<file path="config.mk">
export PLATFORM = sky130hd
export DESIGN_NAME = resta_pf_seq
export DESIGN_NICKNAME = d
export VERILOG_FILES = /design/src/rtl/resta_pf_seq.sv
export SDC_FILE = /design/constraint.sdc
export NUM_CORES = 1
export LEC_CHECK = 0
export CORE_MARGIN = 5
export CORE_UTILIZATION = 40
export DETAILED_ROUTE_END_ITERATION = 16
export SLEW_MARGIN = 15
export SYNTH_ARGS = -nofsm -noshare
export SYNTH_HDL_FRONTEND = slang
export SYNTH_SLANG_ARGS = --single-unit
</file>
<file path="constraint.sdc">
create_clock -name clk -period 5.8 [get_ports clk]
set_input_delay 0.58 -clock clk [delete_from_list [all_inputs] [get_ports clk]]
set_output_delay 0.58 -clock clk [all_outputs]
set_load 0.05 [all_outputs]
</file>
<file path="src/rtl/resta_pf_seq.sv">
// Multi-cycle IEEE-754 single-precision subtractor (A - B), one shift per clock.
// Define RESTAPF_RNE_EN to add a round-to-nearest-even stage (RND); otherwise results truncate.
module resta_pf_seq #(
   parameter int ALIGN_CAP = 26
) (
   input  logic        clk,
   input  logic        rst_n,
   input  logic        start,
   input  logic [31:0] A,
   input  logic [31:0] B,
   output logic        busy,
   output logic        done,
   output logic [31:0] result
);

   localparam logic [7:0]  CAP = ALIGN_CAP[7:0];
   localparam logic [31:0] QNAN = 32'h7FC0_0000;

   typedef enum logic [2:0] {
      S_IDLE,
      S_LOAD,
      S_ALIGN,
      S_OP,
      S_NORM,
`ifdef RESTAPF_RNE_EN
      S_RND,
`endif
      S_DONE
   } state_t;

   state_t      state, state_n;
   logic [31:0] op_a, op_a_n, op_b, op_b_n;
   logic        sx, sx_n, sy, sy_n;
   logic [7:0]  ex, ex_n, cnt, cnt_n;
   logic [27:0] mx, mx_n, my, my_n;
   logic [31:0] result_n;
   logic        fin;

   // Datapath layout: [27] carry, [26] hidden, [25:3] mantissa, [2] G, [1] R, [0] S.
   logic        swap;
   logic [7:0]  exp_x, exp_y, diff, ex_inc, ex_dec;
   logic [27:0] sig_a, sig_b, sig_x, sig_y, sum, shr, shl, my_shr;

   assign sig_a  = (op_a[30:23] == 8'h00) ? 28'h0 : {2'b01, op_a[22:0], 3'b000};
   assign sig_b  = (op_b[30:23] == 8'h00) ? 28'h0 : {2'b01, op_b[22:0], 3'b000};
   assign swap   = op_b[30:0] > op_a[30:0];
   assign exp_x  = swap ? op_b[30:23] : op_a[30:23];
   assign exp_y  = swap ? op_a[30:23] : op_b[30:23];
   assign sig_x  = swap ? sig_b : sig_a;
   assign sig_y  = swap ? sig_a : sig_b;
   assign diff   = exp_x - exp_y;
   assign sum    = (sx == sy) ? (mx + my) : (mx - my);
   assign shr    = {1'b0, mx[27:2], mx[1] | mx[0]};
   assign shl    = {mx[26:0], 1'b0};
   assign my_shr = {1'b0, my[27:2], my[1] | my[0]};
   assign ex_inc = ex + 8'd1;
   assign ex_dec = ex - 8'd1;

`ifdef RESTAPF_RNE_EN
   logic        rnd_up;
   logic [24:0] rnd_sum;
   assign rnd_up  = mx[2] & (mx[1] | mx[0] | mx[3]);
   assign rnd_sum = {1'b0, mx[26:3]} + {24'h0, rnd_up};
`endif

   assign busy = (state != S_IDLE);
   assign done = (state == S_DONE);

   always_ff @(posedge clk) begin
      if (!rst_n) begin
         state  <= S_IDLE;
         op_a   <= '0;
         op_b   <= '0;
         sx     <= 1'b0;
         sy     <= 1'b0;
         ex     <= '0;
         cnt    <= '0;
         mx     <= '0;
         my     <= '0;
         result <= '0;
      end else begin
         state  <= state_n;
         op_a   <= op_a_n;
         op_b   <= op_b_n;
         sx     <= sx_n;
         sy     <= sy_n;
         ex     <= ex_n;
         cnt    <= cnt_n;
         mx     <= mx_n;
         my     <= my_n;
         result <= result_n;
      end
   end

   always_comb begin
      state_n  = state;
      op_a_n   = op_a;
      op_b_n   = op_b;
      sx_n     = sx;
      sy_n     = sy;
      ex_n     = ex;
      cnt_n    = cnt;
      mx_n     = mx;
      my_n     = my;
      result_n = result;
      fin      = 1'b0;
      case (state)
         S_IDLE: begin
            if (start) begin
               op_a_n  = A;
               op_b_n  = {~B[31], B[30:0]};
               state_n = S_LOAD;
            end
         end
         S_LOAD: begin
            if (op_a[30:23] == 8'hFF || op_b[30:23] == 8'hFF) begin
               result_n = QNAN;
               state_n  = S_DONE;
            end else begin
               sx_n = swap ? op_b[31] : op_a[31];
               sy_n = swap ? op_a[31] : op_b[31];
               ex_n = exp_x;
               mx_n = sig_x;
               // Beyond the cap the smaller operand only survives as sticky.
               if (diff > CAP) begin
                  my_n    = {27'h0, |sig_y};
                  cnt_n   = 8'h00;
                  state_n = S_OP;
               end else begin
                  my_n    = sig_y;
                  cnt_n   = diff;
                  state_n = (diff == 8'h00) ? S_OP : S_ALIGN;
               end
            end
         end
         S_ALIGN: begin
            my_n  = my_shr;
            cnt_n = cnt - 8'd1;
            if (cnt == 8'd1) state_n = S_OP;
         end
         S_OP: begin
            if (sum == 28'h0) begin
               result_n = 32'h0;
               state_n  = S_DONE;
            end else begin
               mx_n = sum;
               if (sum[27] || !sum[26]) state_n = S_NORM;
               else fin = 1'b1;
            end
         end
         S_NORM: begin
            if (mx[27]) begin
               if (ex_inc == 8'hFF) begin
                  result_n = {sx, 8'hFF, 23'h0};
                  state_n  = S_DONE;
               end else begin
                  mx_n = shr;
                  ex_n = ex_inc;
                  fin  = 1'b1;
               end
            end else if (ex_dec == 8'h00) begin
               result_n = {sx, 31'h0};
               state_n  = S_DONE;
            end else begin
               mx_n = shl;
               ex_n = ex_dec;
               if (shl[26]) fin = 1'b1;
            end
         end
`ifdef RESTAPF_RNE_EN
         S_RND: begin
            state_n = S_DONE;
            if (rnd_sum[24]) begin
               if (ex_inc == 8'hFF) result_n = {sx, 8'hFF, 23'h0};
               else result_n = {sx, ex_inc, rnd_sum[23:1]};
            end else begin
               result_n = {sx, ex, rnd_sum[22:0]};
            end
         end
`endif
         S_DONE: state_n = S_IDLE;
         default: state_n = S_IDLE;
      endcase
      // A normalised significand is ready: round it or pack it straight away.
      if (fin) begin
`ifdef RESTAPF_RNE_EN
         state_n  = S_RND;
`else
         state_n  = S_DONE;
         result_n = {sx, ex_n, mx_n[25:3]};
`endif
      end
   end

endmodule
</file>
==> results.json <==
{
  "holdPathEnd": "result[30]",
  "drv_cap": 0,
  "rows": 65,
  "via_per_inst": 6.03,
  "tritoncts": "yes",
  "final-hold-violation-count": 0,
  "cp-end-kind": "register",
  "fin_crit_ns": 5.30,
  "hold_path.startpoint": "result[30]",
  "root_buffer": "clkbuf_16",
  "nets": 1904,
  "setup_viol": 0,
  "clock_path_buffers": 2,
  "hold_buffers": 0,
  "avgSynthCellArea_um2": 7.24,
  "dieArea_mm2": 0.0353,
  "r2r_cells": 14,
  "pre_cts_slack_ns": 0.324,
  "finalCritPeriodShare_pct": 91.5,
  "r2r_end": "result[9]",
  "htreeDepth": 4,
  "syn_inst": 1749,
  "synthesis.area_mm2": 0.0127,
  "synthFlopType": "dfxtp_1",
  "clock_latency_ns": 0.47,
  "synth-async-reset-ratio_pct": 0,
  "drc": 0,
  "grt_first_pass_wirelength_um": 67200,
  "antenna_found_initial": 2,
  "ys_ff_latch": 172,
  "worstPathArrival_ns": 5.62,
  "avgRoutedWirePerCell_um": 19.3,
  "cts_resized": 0,
  "p_leak_nw": 5.48,
  "ys_types": 77,
  "cts.sinks": 172,
  "synth.most_common_cell": "nand2_1",
  "wirelength_um": 42100,
  "critPathRequiredTime_ns": 6.11,
  "drt_iter0_markers": 950,
  "diodes": 0,
  "start_util_pct": 40.3,
  "fin_worst_skew_ns": 0.0224,
  "startpoint_type": "register",
  "ant_nets": 0,
  "p_per_area_mw_per_mm2": 494,
  "hold_depth": 2,
  "vdd_drop_max_mv": 0.323,
  "die_y_um": 188,
  "gp_congestion": 0.972,
  "worst_pin_slew_ns": 1.10,
  "use_met1_pct": 33.8,
  "status": "finished clean",
  "rsz0062_at_grt": "false",
  "critical_path_class": "register to register",
  "grt_pass1_vias": 12100,
  "numPortBuffers": 100,
  "use_met2_pct": 35.9,
  "numCtsBuffers": 17,
  "drive_gt1_share_pct": 5.72,
  "ff2ff_setup_slack_ns": 0.50,
  "area_growth_pct": 14.8,
  "globalRouteTotalUtil_pct": 23.2,
  "synth.top_cell.area_share_pct": 27.2,
  "synth-edff-count": 0,
  "slew-limit-headroom_pct": 26.8,
  "hpwl_um": 31200,
  "hp-class": "register to register",
  "fp.dieW_um": 188,
  "grt-busiest-layer": "met2",
  "finalWorstSetupSlack_ns": 0.496,
  "grtUsageMet3_pct": 3.43,
  "r2r_start": "sx",
  "fillers": 3204,
  "grt_overflow": 0,
  "syn_nets": 1883,
  "drv_slew": 0,
  "drt_first_pass_iters": 5,
  "synth.top_cells.by_count": "nand2_1 (272), a21oi_1 (191), dfxtp_1 (172)",
  "max_freq_mhz": 189,
  "tns_ns": 0,
  "io_pins": 101,
  "ys_warn_count": 0,
  "ys_seq_area_share_pct": 27.2,
  "vias": 13200,
  "netlist_top_cells_area": "dfxtp_1 (27%), nand2_1 (8.1%), a21oi_1 (7.5%)",
  "clkTransAtPathRegs_ns": 0.07,
  "grt_max_degree": 83,
  "synth_top_cell_by_area": "dfxtp_1",
  "core_area_mm2": 0.0314,
  "post_cts_buffers": 0,
  "cp_max_fo": 22
}
-- layer usage --
layer  share of wire (%)  routed length, µm  vias up
li1                    -                  -     6450
met1                  48              20200     6231
met2                  45              18800      438
met3                 6.0               2520       52
met4                 1.7                699        2
met5               0.031                 13        -
-- worst max path at each step --
| stage | from | end | slack, ns | cells past startpoint |
|---|---|---|---|---|
| 2_1_floorplan | my[2] | result[23] | 1.24 | 20 |
| 3_3_place_gp | my[2] | result[24] | 0.43 | 18 |
| 3_5_place_dp | my[0] | result[3] | 0.32 | 22 |
| 4_1_cts | my[0] | result[3] | 0.31 | 22 |
| 5_1_grt | my[0] | result[17] | 0.0009 | 21 |
| 6_report | sx | result[9] | 0.50 | 14 |
-- placed cells by master (no fill, tap or decap), types with 35 or more instances in the layout --
| master | instances |
|---|---|
| inv_1 | 82 |
| and3_1 | 35 |
| nand3_1 | 40 |
| ha_1 | 65 |
| dfxtp_1 | 172 |
| nor3_1 | 36 |
| nor2_1 | 144 |
| o21ai_0 | 89 |
| clkdlybuf4s50_1 | 100 |
| a21oi_1 | 190 |
| nand2_1 | 270 |
-- critical path: stages (launching register included) --
cell and delay (ns):
dfxtp_1 0.37, xnor2_1 0.79, nor2_1 0.17, xnor2_1 0.39, ha_1 0.42, a211o_1 0.34, a211o_1 0.31, a2111oi_0 0.44
nand3b_1 0.18, a21o_1 0.22, a221oi_1 0.33, nor4bb_1 0.23, nor4b_2 0.36, or4_4 0.43, o32ai_1 0.16
-- state kept, by name, indices dropped and copies added (netlist names) --
| register | flops |
|---|---|
| cnt | 8 |
| ex | 8 |
| mx | 28 |
| my | 27 |
| op_a | 32 |
| op_b | 32 |
| result | 32 |
| state | 3 |
| sx | 1 |
| sy | 1 |
-- cells by family (layout without fill, tap and decap cells) --
kind of cell / after synthesis / in the layout / synth area share [%]
xor gates and xnor gates: 55 / 55 / 3.80
muxes: 12 / 12 / 0.968
and+or+nand+nor: 652 / 652 / 23.8
buffers and inverters: 210 / 244 / 6.53
AOI/OAI and AO/OA: 581 / 581 / 31.0
adders and majority gates: 67 / 67 / 6.68
DFF: 172 / 172 / 27.2
-- through the flow --
stage               hold slack [ns]  utilization, %  instances  area, µm²  total power, W
finish                        0.462            46.3       2185      14500         0.00717
global route                  0.489            46.3       2185      14500         0.00768
CTS                           0.465            46.3       2185      14500         0.00712
detailed placement            0.451            44.3       2153      13900         0.00588
global placement              0.447            44.3       2153      13900         0.00583
floorplan                     0.449               -       1749      12700         0.00468
-- final cells by class --
type	instances	area [µm²]	area share, %
Clock buffer	17	425	2.93
Clock inverter	15	199	1.37
Timing Repair Buffer	129	1220	8.39
Tap cell	402	503	3.46
Multi-Input combinational cell	1367	8430	58.0
Sequential cell	172	3440	23.7
Inverter	83	314	2.16
-- power breakdown --
part / internal (W) / switching, W
logic: 0.00139 / 0.00289
registers: 0.00138 / 0.000285
clock network: 0.000659 / 0.000574
No activity file was read; power rests on OpenSTA's default activity.
